--- config.mk ---
export PLATFORM = sky130hd
export DESIGN_NAME = write_back_unit_flat
export DESIGN_NICKNAME = d
export VERILOG_FILES = /design/src/rtl/write_back_unit_if.sv /design/src/rtl/write_back_unit.sv /design/src/flat_wrapper.sv
export SDC_FILE = /design/constraint.sdc
export NUM_CORES = 1
export LEC_CHECK = 0
export ABC_AREA = 1
export BUFFER_PORTS_ARGS = -buffer_cell sky130_fd_sc_hd__buf_2
export CORE_ASPECT_RATIO = 1.2
export CORE_UTILIZATION = 45
export DETAILED_ROUTE_END_ITERATION = 6
export PLACE_DENSITY = 0.76
export SYNTH_ARGS = -nofsm -noshare
export SYNTH_HDL_FRONTEND = slang
export SYNTH_SLANG_ARGS = --single-unit
export TNS_END_PERCENT = 50
--- constraint.sdc ---
create_clock -name clk -period 1.6 [get_ports clk]
set_input_delay 0.24 -clock clk [delete_from_list [all_inputs] [get_ports clk]]
set_output_delay 0.24 -clock clk [all_outputs]
set_load 0.01 [all_outputs]
--- src/rtl/write_back_unit_if.sv ---
// Bus between the write-back stage and its neighbours: result sources on the
// producer side, head-of-queue write port on the register-file side.
interface write_back_unit_if #(
  parameter int WIDTH   = 32,
  parameter int NUM_SRC = 4,
  parameter int DEPTH   = 2
) ();
  localparam int OFF_W  = $clog2(WIDTH / 8);
  localparam int SEL_W  = (NUM_SRC > 1) ? $clog2(NUM_SRC) : 1;
  localparam int PEND_W = $clog2(DEPTH) + 1;

  logic [NUM_SRC*WIDTH-1:0] Src_Data;
  logic [SEL_W-1:0]         Src_Sel;
  logic [2:0]               Load_Mode;
  logic [OFF_W-1:0]         Byte_Offset;
  logic [4:0]               Dest_Reg;
  logic                     In_Valid;
  logic                     In_Ready;
  logic                     RF_Write_En;
  logic [4:0]               RF_Write_Addr;
  logic [WIDTH-1:0]         RF_Write_Data;
  logic                     RF_Ready;
  logic                     Align_Error;
  logic [PEND_W-1:0]        Pending;

  modport slave (
    input  Src_Data, Src_Sel, Load_Mode, Byte_Offset, Dest_Reg, In_Valid, RF_Ready,
    output In_Ready, RF_Write_En, RF_Write_Addr, RF_Write_Data, Align_Error, Pending
  );

  modport master (
    output Src_Data, Src_Sel, Load_Mode, Byte_Offset, Dest_Reg, In_Valid, RF_Ready,
    input  In_Ready, RF_Write_En, RF_Write_Addr, RF_Write_Data, Align_Error, Pending
  );
endinterface

--- src/rtl/write_back_unit.sv ---
// MIPS write-back stage: source select, load alignment/extension on the memory
// source, and a small result queue handshaking into the register file.
module write_back_unit #(
  parameter int WIDTH   = 32,
  parameter int NUM_SRC = 4,
  parameter int MEM_SRC = 1,
  parameter int DEPTH   = 2
) (
  input logic               clk,
  input logic               rst_n,
  write_back_unit_if.slave  bus
);
  localparam int OFF_W  = $clog2(WIDTH / 8);
  localparam int SEL_W  = (NUM_SRC > 1) ? $clog2(NUM_SRC) : 1;
  localparam int PTR_W  = $clog2(DEPTH);
  localparam int PEND_W = PTR_W + 1;

  typedef enum logic [2:0] {
    LD_WORD   = 3'd0,
    LD_BYTE_S = 3'd1,
    LD_BYTE_U = 3'd2,
    LD_HALF_S = 3'd3,
    LD_HALF_U = 3'd4
  } load_mode_e;

  logic [WIDTH-1:0]  src_word;
  logic [WIDTH-1:0]  ext_word;
  logic [7:0]        byte_lane;
  logic [15:0]       half_lane;
  logic              is_mem;
  logic              is_half;
  logic              accept;
  logic              push;
  logic              pop;

  logic [WIDTH-1:0]  data_q [DEPTH];
  logic [4:0]        addr_q [DEPTH];
  logic [PTR_W-1:0]  wr_ptr_q, wr_ptr_d;
  logic [PTR_W-1:0]  rd_ptr_q, rd_ptr_d;
  logic [PTR_W-1:0]  rd_sel;
  logic [PEND_W-1:0] count_q, count_d;
  logic              align_q, align_d;

  // NOTE: every variable assigned in always_comb gets a default first, so no
  // path through the block can leave it unassigned and infer a latch.
  always_comb begin
    src_word = '0;
    for (int i = 0; i < NUM_SRC; i++) begin
      if (bus.Src_Sel == SEL_W'(i)) src_word = bus.Src_Data[i*WIDTH +: WIDTH];
    end
  end

  assign is_mem    = (int'(bus.Src_Sel) == MEM_SRC);
  assign byte_lane = src_word[{bus.Byte_Offset, 3'b000} +: 8];
  assign half_lane = src_word[{bus.Byte_Offset[OFF_W-1:1], 4'b0000} +: 16];

  always_comb begin
    ext_word = src_word;
    is_half  = 1'b0;
    if (is_mem) begin
      case (load_mode_e'(bus.Load_Mode))
        LD_BYTE_S: ext_word = {{(WIDTH-8){byte_lane[7]}}, byte_lane};
        LD_BYTE_U: ext_word = {{(WIDTH-8){1'b0}}, byte_lane};
        LD_HALF_S: begin
          ext_word = {{(WIDTH-16){half_lane[15]}}, half_lane};
          is_half  = 1'b1;
        end
        LD_HALF_U: begin
          ext_word = {{(WIDTH-16){1'b0}}, half_lane};
          is_half  = 1'b1;
        end
        default:   ext_word = src_word;
      endcase
    end
  end

  assign bus.In_Ready    = (count_q < PEND_W'(DEPTH));
  assign bus.RF_Write_En = (count_q != '0);
  assign accept = bus.In_Valid & bus.In_Ready;
  assign push   = accept & (bus.Dest_Reg != 5'd0);
  assign pop    = bus.RF_Write_En & bus.RF_Ready;

  always_comb begin
    wr_ptr_d = push ? wr_ptr_q + PTR_W'(1) : wr_ptr_q;
    rd_ptr_d = pop  ? rd_ptr_q + PTR_W'(1) : rd_ptr_q;
    count_d  = count_q;
    case ({push, pop})
      2'b10:   count_d = count_q + PEND_W'(1);
      2'b01:   count_d = count_q - PEND_W'(1);
      default: count_d = count_q;
    endcase
    align_d = align_q | (accept & is_half & bus.Byte_Offset[0]);
  end

  // NOTE: sequential state uses non-blocking assignments so every register
  // samples pre-edge values regardless of statement order.
  always_ff @(posedge clk or negedge rst_n) begin
    if (!rst_n) begin
      wr_ptr_q <= '0;
      rd_ptr_q <= '0;
      count_q  <= '0;
      align_q  <= 1'b0;
    end else begin
      wr_ptr_q <= wr_ptr_d;
      rd_ptr_q <= rd_ptr_d;
      count_q  <= count_d;
      align_q  <= align_d;
    end
  end

  // NOTE: the queue storage is reset because its contents drive the write
  // port directly, and the port must read zero straight out of reset.
  always_ff @(posedge clk or negedge rst_n) begin
    if (!rst_n) begin
      for (int i = 0; i < DEPTH; i++) begin
        data_q[i] <= '0;
        addr_q[i] <= '0;
      end
    end else if (push) begin
      data_q[wr_ptr_q] <= ext_word;
      addr_q[wr_ptr_q] <= bus.Dest_Reg;
    end
  end

  // When empty, show the slot just popped so the port holds its last value.
  assign rd_sel            = (count_q == '0) ? rd_ptr_q - PTR_W'(1) : rd_ptr_q;
  assign bus.RF_Write_Addr = addr_q[rd_sel];
  assign bus.RF_Write_Data = data_q[rd_sel];
  assign bus.Align_Error   = align_q;
  assign bus.Pending       = count_q;
endmodule

--- src/flat_wrapper.sv ---
// flat-port wrapper written by rule: the top's interface ports become plain ports
module write_back_unit_flat 
#(
  parameter int WIDTH   = 32,
  parameter int NUM_SRC = 4,
  parameter int MEM_SRC = 1,
  parameter int DEPTH   = 2
)
  (clk, rst_n, bus_Src_Data, bus_Src_Sel, bus_Load_Mode, bus_Byte_Offset, bus_Dest_Reg, bus_In_Valid, bus_RF_Ready, bus_In_Ready, bus_RF_Write_En, bus_RF_Write_Addr, bus_RF_Write_Data, bus_Align_Error, bus_Pending);
  write_back_unit_if #(.WIDTH(WIDTH), .NUM_SRC(NUM_SRC), .DEPTH(DEPTH)) bus_i ();
  input logic clk;
  input logic rst_n;
  input wire logic [$bits(bus_i.Src_Data)-1:0] bus_Src_Data;
  input wire logic [$bits(bus_i.Src_Sel)-1:0] bus_Src_Sel;
  input wire logic [$bits(bus_i.Load_Mode)-1:0] bus_Load_Mode;
  input wire logic [$bits(bus_i.Byte_Offset)-1:0] bus_Byte_Offset;
  input wire logic [$bits(bus_i.Dest_Reg)-1:0] bus_Dest_Reg;
  input wire logic [$bits(bus_i.In_Valid)-1:0] bus_In_Valid;
  input wire logic [$bits(bus_i.RF_Ready)-1:0] bus_RF_Ready;
  output wire logic [$bits(bus_i.In_Ready)-1:0] bus_In_Ready;
  output wire logic [$bits(bus_i.RF_Write_En)-1:0] bus_RF_Write_En;
  output wire logic [$bits(bus_i.RF_Write_Addr)-1:0] bus_RF_Write_Addr;
  output wire logic [$bits(bus_i.RF_Write_Data)-1:0] bus_RF_Write_Data;
  output wire logic [$bits(bus_i.Align_Error)-1:0] bus_Align_Error;
  output wire logic [$bits(bus_i.Pending)-1:0] bus_Pending;
  assign bus_i.Src_Data = bus_Src_Data;
  assign bus_i.Src_Sel = bus_Src_Sel;
  assign bus_i.Load_Mode = bus_Load_Mode;
  assign bus_i.Byte_Offset = bus_Byte_Offset;
  assign bus_i.Dest_Reg = bus_Dest_Reg;
  assign bus_i.In_Valid = bus_In_Valid;
  assign bus_i.RF_Ready = bus_RF_Ready;
  assign bus_In_Ready = bus_i.In_Ready;
  assign bus_RF_Write_En = bus_i.RF_Write_En;
  assign bus_RF_Write_Addr = bus_i.RF_Write_Addr;
  assign bus_RF_Write_Data = bus_i.RF_Write_Data;
  assign bus_Align_Error = bus_i.Align_Error;
  assign bus_Pending = bus_i.Pending;
  write_back_unit #(.WIDTH(WIDTH), .NUM_SRC(NUM_SRC), .MEM_SRC(MEM_SRC), .DEPTH(DEPTH)) u_core (.clk(clk), .rst_n(rst_n), .bus(bus_i));
endmodule
* Yosys cells after proc, flatten, opt, wreduce, memory -nomap -nowiden
Cells that the tools add are included.
Storage, ports and cells: bits in registers 79, input port bits 144, output and inout port bits 42, logic and storage cells 66
Cells by class: add/subtract/negate cells 5, $lt $le $gt $ge 4, eq/ne operators 10, shift-type cells 2, mux-type cells 22, bitwise operators 8, reductions and logical operators 7
Operators with widths (number):
- $mux 32 | 9
- $pmux 32 s4 | 1
- $bwmux 64 | 1
- $demux 32 s1 | 1
- $shiftx 32x6->16 | 1
- $shiftx 32x6->8 | 1
- $mux 5 | 4
- $bwmux 10 | 1
- $eq 2x2->1 const B | 4
- $eq 3x2->1 const B | 2
- $and 1x1->1 | 5
- $demux 5 s1 | 1
- $reduce_bool 5->1 | 1
- $eq 2x1->1 const B | 2
- $ge 2x2->1 const B | 2
- $logic_not 2->1 | 2
- $not 1->2 | 2
- $pmux 2 s2 | 1
- $reduce_bool 2->1 | 2
- $eq 3x1->1 const B | 1
- $eq 3x3->1 const B | 1
- $mux 1 | 3
- $add 1x1->1 const B | 2
- $add 2x1->2 const B | 1
- 7 further kinds | 7

* Logic depth before layout (Yosys ltp)
Gate-level depths: netlist of run 1.
depth after elaboration 9, gate-level depth with buffers 15, mapped depth without buffers 13

* Worst setup path before layout of run 1
No wires, ideal clock.
path kind flip-flop to output port, start point register u_core.count_q[0], in the netlist u_core.bus.Pending[0], end point output bus_RF_Write_Data[16], arrival time 1.545 ns, required time 1.360 ns, path slack -0.185 ns, cell stages (with the launch flop) 5, path buffers 1, cell sequence dfrtp_1 > nor2_1 > xor2_1 > clkbuf_1 > mux2_2
On the way: cells in the longest elaborated chain, start to end 6
RTL lines:
- from (decl) | RTL line write_back_unit.sv:41 | logic [PEND_W-1:0] count_q, count_d;
- from (signal assigned) | RTL line write_back_unit.sv:106 | count_q <= count_d;
- $logic_not 2->1 | RTL line write_back_unit.sv:126 | assign rd_sel = (count_q == '0) ? rd_ptr_q - PTR_W'(1) : rd_ptr_q;
- $mux 1 | RTL line write_back_unit.sv:126
- $not 1->2 (implied by the code) | RTL line write_back_unit.sv:128 | assign bus.RF_Write_Data = data_q[rd_sel];
- $mux 32 (implied by the code) (3 in a row) | RTL line write_back_unit.sv:128
- to (decl) | RTL line flat_wrapper.sv:23 | output wire logic [$bits(bus_i.RF_Write_Data)-1:0] bus_RF_Write_Data;
Every way passes these cells. The select of a mux whose other input is x is not followed.

* Worst setup path after layout of run 1
start point register u_core.count_q[1], in the netlist u_core.bus.Pending[1], end point output bus_RF_Write_Data[7]
The elaborated chain is that of the path after synthesis.

==> results.yml, run 1 <==
run_status:
  run_status: "finished, violations left"
  violations: "design-rule violations, negative setup slack"
logic_synthesis:
  ys_seq_area_share_pct: 37.24
  yosys_register_bits: 79
  synthesis.area_um2: 5309
  yosysWarnings: 0
  synth_area_leaders: "dfrtp_1 37%, nand2_1 25%, nand3_1 7.3%"
  synth_area_leader_cell: "dfrtp_1"
  synth_top_area_share_pct: 37.24
  avgSynthCellArea_um2: 6.611
  syn-num-nets: 948
  synthDistinctLibCells: 31
  synthCells: 803
sta:
  slew_headroom_pct: 71.62
  fin_skew_ns: 0.003204
  setup_viol: 67
  fin_ws_ns: -0.5530
  fin_crit_sh_pct: 134.6
  rsz0062_at_grt: "true"
  fin_setup_tns_ns: -18.63
  tightestPinTransition_ns: 0.4257
  holdWs_ns: 0.1504
  max_freq_mhz: 464.5
  slew_violations: 0
  finalHoldViolations: 0
  layout_min_cycle_time_ns: 2.153
die:
  start_util_pct: 46.11
  die_h_um: 121.0
  die_w_um: 101.2
  top_level_ports: 186
  coreArea_um2: 11510
  dieArea_um2: 12240
  core.rowCount: 43
final_layout:
  nNetsFinal: 1197
  finish.instance_area_um2: 8028
  drive_gt1_share_pct: 35.55
  area_growth_pct: 51.21
  nFillCells: 953
placement:
  dp_hpwl_mm: 13.01
  io_buffer_count: 185
  dpl_cell_area_um2: 6894
  gp_congestion: 0.9609
grt:
  overflow: 0
  track_usage_pct: 28.84
  grt_max_degree: 36
  grt_pass1_vias: 5738
  grt_pass1_wl_mm: 27.13
  antenna_found_initial: 0
setup_path:
  end_kind: "output pin"
  cp-start-kind: "flip-flop"
  rrSetupSlack_ns: -0.06
  crit_arrival_ns: 1.91
  r2r-start: "u_core.bus.Pending[1]"
  cp_max_fo: 5
  rr_worst_depth: 11
  worstSetupPathType: "reg2out"
  critPathRequiredTime_ns: 1.36
  regToRegEndpoint: "u_core.data_q[60]"
run:
  max_cap_violations: 0
min_path:
  min_to: "u_core.addr_q[5]"
  hold_class: "in2reg"
  min_path_cells: 3
  min_from: "bus_Dest_Reg[0]"
clock_network:
  clockBufferDepth: 2
  root_buffer: "clkbuf_16"
  cts.sinks: 79
  cts_max_level: 3
  clkSlewWorstSetupHoldPaths_ns: 0.05
  cts_buffers: 9
  cts_tree: "built"
  clkLatencyLatePin_ns: 0.33
route:
  ant_nets: 0
  routedWlPerCell_um: 15.73
  dr.pass1.iters: 7
  vias_per_cell: 5.244
  vias: 6361
  drc: 2
  dr.first_iter.drc_count: 463
  routed_wl_mm: 19.08
power_and_ir_drop:
  power.density_nw_per_um2: 1817
  ir_drop_v: 0.001407
  p_leak_uw: 0.004466
-- logic make-up (layout without fill, tap and decap cells) --
family | Yosys count | after routing | share of synthesized area, %
AND/OR/NAND/NOR | 490 | 490 | 38.28
buffers and inverters | 108 | 360 | 8.296
AO/OA/AOI/OAI | 95 | 95 | 9.781
flip-flops | 79 | 79 | 37.24
multiplexers | 26 | 26 | 5.515
XOR/XNOR | 4 | 4 | 0.6600
adder cells (fa/ha/maj) | 1 | 1 | 0.2356
other | 0 | 1 | 0
-- metal layers --
| layer | track usage, % | share of wire, % | up-vias |
|---|---|---|---|
| met3 | 4.320 | 6.2 | 48 |
| met1 | 35.11 | 38 | 2979 |
| met4 | 9.511 | 3.4 | 0 |
| li1 | - | - | 3044 |
| met2 | 51.57 | 53 | 290 |
| met5 | 0 | 0 | - |
-- report_power, final --
part | internal (uW) | total (uW) | switching (uW)
Sequential | 2920 | 3480 | 560
Clock | 1120 | 1850 | 733
Combinational | 4990 | 9260 | 4270
-- sequential cells by signal, summed over array words and instances (netlist names) --
register	count
u_core.addr_q	10
u_core.bus.Align_Error	1
u_core.bus.Pending	2
u_core.data_q	64
u_core.rd_ptr_q	1
u_core.wr_ptr_q	1
-- layout make-up --
cell class / count / area [um^2] / area share (%)
Multi-Input combinational cell: 616 / 3184 / 39.67
Clock inverter: 1 / 5.005 / 0.06234
Inverter: 67 / 260.3 / 3.242
Antenna cell: 1 / 2.502 / 0.03117
Sequential cell: 79 / 1977 / 24.63
Tap cell: 157 / 196.4 / 2.447
Clock buffer: 13 / 260.3 / 3.242
Timing Repair Buffer: 279 / 2142 / 26.68
-- worst max path at each step --
stage	end	slack (ns)	start	cells past startpoint
6_report	bus_RF_Write_Data[7]	-0.55	u_core.bus.Pending[1]	6
3_3_place_gp	u_core.data_q[35]	-0.22	bus_Src_Sel[0]	15
2_1_floorplan	bus_RF_Write_Data[16]	-0.01	u_core.bus.Pending[0]	4
5_1_grt	bus_RF_Write_Data[7]	-0.58	u_core.bus.Pending[1]	6
4_1_cts	bus_RF_Write_Data[22]	-0.52	u_core.bus.Pending[0]	6
3_5_place_dp	u_core.data_q[63]	-0.27	bus_Src_Sel[0]	13
-- critical path: stages (launching register included) --
cell       delay, ns
dfrtp_1         0.41
nor2_4          0.18
xor2_4          0.19
buf_6           0.18
clkbuf_16       0.17
mux2_4          0.32
buf_6           0.13
-- cells in the mapped netlist --
master	n
o221ai_1	3
mux2_2	26
nand3_4	1
xnor2_1	1
nand3b_1	1
or2_1	5
buf_2	10
nand3_2	2
a21oi_1	6
nor2_1	32
nor3_1	1
buf_1	4
inv_2	6
buf_6	1
xor2_1	3
or2_2	2
buf_4	4
a41o_1	1
nand3_1	77
nand2_1	360
inv_1	61
ha_1	1
o21ai_0	53
nand4_1	1
o21ai_1	21
dfrtp_1	79
clkbuf_1	22
nor2_4	4
o211ai_1	11
nand2_2	3
nand2_4	1
-- layout by cell type (no fill, tap or decap), drive strengths merged, types with 11 or more instances in the layout --
master | synthesis | routed
mux2 | 26 | 26
nor2 | 36 | 36
dfrtp | 79 | 79
o21ai | 74 | 74
nand3 | 80 | 80
o211ai | 11 | 11
clkbuf | 22 | 19
buf | 19 | 272
nand2 | 364 | 364
inv | 67 | 66
-- stage by stage --
step	utilization [%]	setup WS [ns]	cells	power [uW]
2_1_floorplan	-	-0.01041	803	6777
3_3_place_gp	59.88	-0.2223	1174	9075
3_5_place_dp	59.88	-0.2748	1174	9184
4_1_cts	64.71	-0.5246	1194	12570
5_1_grt	69.70	-0.5828	1212	15330
6_report	69.72	-0.5530	1213	14580
-- what timing repair did --
action | in CTS | in global routing
endpoints found under the setup margin | 40 | 106
pin swaps | 1 | 14
resized for setup | 48 | 96
setup buffers | 3 | 9
hold buffers | 1 | 0
hold endpoints to repair | 30 | 0
cloned | 3 | 9
Note: power is estimated with default switching activity, not from simulation.
==> inputs of run 2 (changes only) <==
BUFFER_PORTS_ARGS = -buffer_cell sky130_fd_sc_hd__buf_4   (was -buffer_cell sky130_fd_sc_hd__buf_2)
CELL_PAD_IN_SITES_DETAIL_PLACEMENT = 1   (was not set)
CELL_PAD_IN_SITES_GLOBAL_PLACEMENT = 1   (was not set)
CORE_UTILIZATION = 31   (was 45)
PLACE_DENSITY = not set   (was 0.76)
PLACE_DENSITY_LB_ADDON = 0.1   (was not set)
==> results.yml, run 2 (synthesis gave the netlist of run 1 again) <==
route:
  dr.pass1.iters: 4
  dr.first_iter.drc_count: 174
  vias_per_cell: 4.795
  routed_wl_mm: 20.39
  routedWlPerCell_um: 15.87
  ant_nets: 0
  vias: 6161
  drc: 0
grt:
  grt_pass1_vias: 6193
  antenna_found_initial: 0
  overflow: 0
  track_usage_pct: 22.62
  grt_max_degree: 32
  grt_pass1_wl_mm: 31.26
setup_path:
  rrSetupSlack_ns: -0.07
  rr_worst_depth: 11
  crit_start: "u_core.bus.Pending[1]"
  crit_arrival_ns: 1.90
  end_kind: "output pin"
  regToRegEndpoint: "u_core.data_q[33]"
  r2r-start: "u_core.bus.Pending[1]"
  critPathRequiredTime_ns: 1.36
  cp_max_fo: 23
  cp-start-kind: "flip-flop"
  worstSetupPathType: "reg2out"
final_layout:
  multi_input_area_um2: 3080
  nFillCells: 2166
  area_growth_pct: 56.85
  top_register: "u_core.data_q"
  largest_reg_flops: 64
  drive_gt1_share_pct: 36.95
  final-seq-area_um2: 1977
  antenna_cells: 0
  mostFrequentLayoutCells: "337 x nand2_1, 256 x buf_4, 79 x dfrtp_1, 76 x nand3_1, 57 x inv_1"
  stdcell_count: 1285
  nNetsFinal: 1209
  layout_commonest_cell: "nand2_1"
sta:
  fin_setup_tns_ns: -18.64
  layout_min_cycle_time_ns: 2.141
  rsz0062_at_grt: "true"
  max_freq_mhz: 467.0
  finalHoldViolations: 0
  fin_ws_ns: -0.5412
  tightestPinTransition_ns: 0.4512
  slew_violations: 0
  slew_headroom_pct: 69.92
  setup_viol: 74
  fin_skew_ns: 0.004148
  fin_crit_sh_pct: 133.8
placement:
  dp_hpwl_mm: 15.74
  gp_congestion: 0.8319
  dp.cells: 1255
  io_buffer_count: 185
die:
  die_w_um: 121.5
  start_util_pct: 31.63
  dieArea_um2: 17650
  coreArea_um2: 16790
  die_h_um: 145.4
  core.rowCount: 52
  top_level_ports: 186
power_and_ir_drop:
  ir_drop_v: 0.0006474
  p_leak_uw: 0.004527
  power.density_nw_per_um2: 1626
clock_network:
  cts_buffers: 9
  clkSlewWorstSetupHoldPaths_ns: 0.06
  cts_max_level: 3
  cts.sinks: 79
  root_buffer: "clkbuf_16"
  cts_tree: "built"
  clkLatencyLatePin_ns: 0.34
  clockBufferDepth: 2
min_path:
  min_path_cells: 2
  hold_class: "in2reg"
  min_to: "u_core.bus.Align_Error"
  min_from: "bus_Byte_Offset[0]"
run_status:
  violations: "negative setup slack"
  run_status: "finished, violations left"
run:
  max_cap_violations: 0
run 2: area by class of cell:
| class | instances | share of cell area [%] |
|---|---|---|
| Multi-Input combinational cell | 616 | 36.99 |
| Timing Repair Buffer | 291 | 29.41 |
| Sequential cell | 79 | 23.74 |
| Tap cell | 216 | 3.246 |
| Inverter | 67 | 3.125 |
| Clock buffer | 10 | 2.750 |
| Clock inverter | 6 | 0.7363 |
run 2: how the worst max path moves through the flow:
stage                            endpoint
floorplan           bus_RF_Write_Data[16]
global placement         u_core.data_q[4]
detailed placement      u_core.data_q[56]
CTS                  bus_RF_Write_Data[5]
global route         bus_RF_Write_Data[3]
finish               bus_RF_Write_Data[3]
run 2: layer usage:
| metal | global-route usage, % | up-vias | part of all wire (%) |
|---|---|---|---|
| met3 | 4.114 | 19 | 5.1 |
| met4 | 6.975 | 0 | 1.5 |
| met2 | 39.35 | 171 | 52 |
| met1 | 28.00 | 2903 | 41 |
| met5 | 0 | - | 0 |
| li1 | - | 3068 | - |
run 2: what timing repair did:
item	4_1_cts	5_1_grt
setup buffers	0	14
hold buffers	1	0
pin swaps	0	10
cloned	0	3
setup endpoints to repair	75	109
gates resized for setup	5	95
endpoints found under the hold margin	28	0
run 2: power by group:
group | internal [uW] | leakage [uW] | switching, uW
Sequential | 2910 | 0.000990 | 546
Combinational | 4270 | 0.00340 | 3790
Clock | 1200 | 0.000142 | 813
Total | 8390 | 0.00453 | 5150
run 2: critical path: stages, from the launching register on:
cell and delay (ns):
dfrtp_1 0.40, nor2_4 0.18, xor2_4 0.22, buf_12 0.22, mux2_2 0.38, buf_4 0.15
run 2: through the flow:
stage                     util [%]  power, uW  hold slack, ns  worst slack (ns)  instance area [um^2]
final                        49.60      13540          0.1889           -0.5412                  8327
after detailed placement     45.31      10190          0.2224           -0.2928                  7606
after global placement       45.31      10070          0.2168           -0.2662                  7606
after global routing         49.60      14450          0.1869           -0.6012                  8327
after CTS                    47.20      12350          0.1746           -0.5246                  7924
after floorplan                  -       6777        -0.05559          -0.01041                  5326
==> inputs of run 3 (changes only) <==
ABC_AREA = 0   (was 1)
CORE_UTILIZATION = 35   (was 31)
GPL_TIMING_DRIVEN = 0   (was not set)
==> results.yml, run 3 <==
run_status:
  run_status: "finished, violations left"
  violations: "negative setup slack"
route:
  routed_wl_mm: 22.74
  dr.max_layer_used: "met4"
  routedWlPerCell_um: 24.32
  ant_nets: 0
  vias_per_cell: 5.776
  routed-wl-met3_mm: 1.470
  dr.pass1.iters: 4
  vias: 5401
  drt-met1-wl_mm: 9.013
  dr.first_iter.drc_count: 330
  wl_met2_mm: 11.51
  drc: 0
die:
  core.rowCount: 49
  die_w_um: 116.2
  coreArea_um2: 15140
  top_level_ports: 186
  start_util_pct: 36.18
  die_h_um: 139.1
  dieArea_um2: 16160
placement:
  dp_hpwl_mm: 16.56
  io_buffer_count: 181
  gp_congestion: 0.9012
sta:
  setup_viol: 111
  fin_crit_sh_pct: 139.8
  fin_ws_ns: -0.6364
  layout_min_cycle_time_ns: 2.236
  fin_setup_tns_ns: -43.25
  tightestPinTransition_ns: 1.049
  rsz0062_at_grt: "true"
  slew_headroom_pct: 30.06
  slew_violations: 0
  max_freq_mhz: 447.2
  fin_skew_ns: 0.005527
  finalHoldViolations: 0
  holdWs_ns: 0.05511
final_layout:
  layout_commonest_cell: "buf_4"
  post-route-util_pct: 56.68
  largest_reg_flops: 64
  drive_gt1_share_pct: 55.95
  nNetsFinal: 871
  top_register: "u_core.data_q"
  final-seq-area_um2: 1978
  antenna_cells: 0
  area_growth_pct: 56.66
  mostFrequentLayoutCells: "165 x buf_4, 84 x nor2_1, 78 x dfrtp_1, 50 x buf_6, 42 x mux2_4"
  nFillCells: 1614
  multi_input_area_um2: 3706
run:
  max_cap_violations: 0
clock_network:
  clkSlewWorstSetupHoldPaths_ns: 0.06
  clkLatencyLatePin_ns: 0.34
  root_buffer: "clkbuf_16"
  cts_tree: "built"
  clockBufferDepth: 2
  cts_buffers: 9
  cts_max_level: 3
  cts.sinks: 79
setup_path:
  slowest_delay_ns: 0.39
  cp_max_fo: 8
  end_kind: "output pin"
  cp-start-kind: "flip-flop"
  cp_slowest_cell: "dfrtp_1"
  worstSetupPathType: "reg2out"
  path_cells: "or2_4, xor2_4, buf_12, clkbuf_16, mux2_4, buf_6"
  crit_arrival_ns: 2.00
  critPathRequiredTime_ns: 1.36
grt:
  track_usage_pct: 28.46
  grt_max_degree: 80
  grt_pass1_vias: 5914
  overflow: 0
  antenna_found_initial: 0
  grt_pass1_wl_mm: 34.04
logic_synthesis:
  syn-num-nets: 652
  yosys_register_bits: 79
  yosysWarnings: 0
  ys_seq_area_share_pct: 36.08
  synthDistinctLibCells: 45
  synth_most_common_cell: "nor2_1"
  synth_area_leader_cell: "dfrtp_1"
  ys.flop_type: "dfrtp_1"
  synth_top_area_share_pct: 36.08
  synthCells: 507
  async_reset_ff_share_pct: 100.0
  synth_edf_count: 0
  avgSynthCellArea_um2: 10.81
  synth_area_leaders: "dfrtp_1 36%, mux4_2 16%, mux2_2 10%"
  synthesis.area_um2: 5479
  yosys-top-cells-count: "88 x nor2_1, 79 x dfrtp_1, 51 x mux2_2, 40 x mux4_2, 34 x a211oi_1"
power_and_ir_drop:
  ir_drop_v: 0.001002
  p_leak_uw: 0.003766
  power.density_nw_per_um2: 1879
min_path:
  hold_class: "in2async"
-- run 3: kinds of logic (layout without fill, tap and decap cells) --
kind of cell	after synthesis	after routing	synth area share (%)
xor gates and xnor gates	7	7	1.119
muxes	109	109	30.44
DFF	79	79	36.08
adders and majority gates	2	2	0.4110
buffers and inverters	54	278	4.796
and+or+nand+nor	147	147	12.99
AOI/OAI and AO/OA	109	109	14.16
-- run 3: area by class of cell --
class                           instances  share of cell area [%]
Tap cell                              204                   2.974
Sequential cell                        79                   23.05
Timing Repair Buffer                  210                   21.37
Buffer                                 40                   5.233
Multi-Input combinational cell        374                   43.18
Clock buffer                           11                   2.711
Inverter                               12                  0.5248
Clock inverter                          5                  0.9621
-- run 3: metrics by stage --
step | setup slack, ns | power, uW | std cells | area [um^2]
5_1_grt | -0.6854 | 16950 | 935 | 8583
6_report | -0.6364 | 16130 | 935 | 8583
4_1_cts | -0.6275 | 15350 | 926 | 8259
3_3_place_gp | -1.007 | 11030 | 892 | 7286
3_5_place_dp | -1.080 | 11270 | 892 | 7286
2_1_floorplan | -0.2934 | 8244 | 507 | 5672
-- run 3: path summary, 6_finish.rpt --
kind,startpoint,endpoint,slack (ns),depth (start not counted)
max,u_core.bus.Pending[1],bus_RF_Write_Data[10],-0.64,6
min,rst_n,u_core.addr_q[8],0.06,1
max reg2reg,u_core.bus.Pending[1],u_core.data_q[60],-0.49,9
min reg2reg,u_core.bus.Align_Error,u_core.bus.Align_Error,0.50,1
max in group asynchronous,rst_n,u_core.bus.Pending[0],0.80,1
min in group clk,bus_Dest_Reg[4],u_core.addr_q[9],0.15,2
-- run 3: per-layer routing --
metal  up-vias  global-route usage (%)
li1       2362                       -
met1      2720                   35.84
met2       274                   49.15
met3        45                   4.545
met4         0                   9.177
met5         -                       0
-- run 3: critical path: cells and delay by family, from the launching register on --
family | cells | cell delay, ns
xor gates and xnor gates | 1 | 0.17
buffers and inverters | 3 | 0.49
DFF | 1 | 0.39
muxes | 1 | 0.31
and+or+nand+nor | 1 | 0.28
-- run 3: repair_timing --
action / CTS / global route
buffers inserted: 17 / 9
pin swaps: 11 / 5
gates cloned: 1 / 4
resized for setup: 127 / 57
hold buffers: 0 / 0
endpoints found under the hold margin: 0 / 0
setup endpoints to repair: 112 / 113
-- run 3: power breakdown --
part | switching [uW] | internal, uW
logic | 4240 | 6070
registers | 609 | 3010
clock network | 831 | 1370
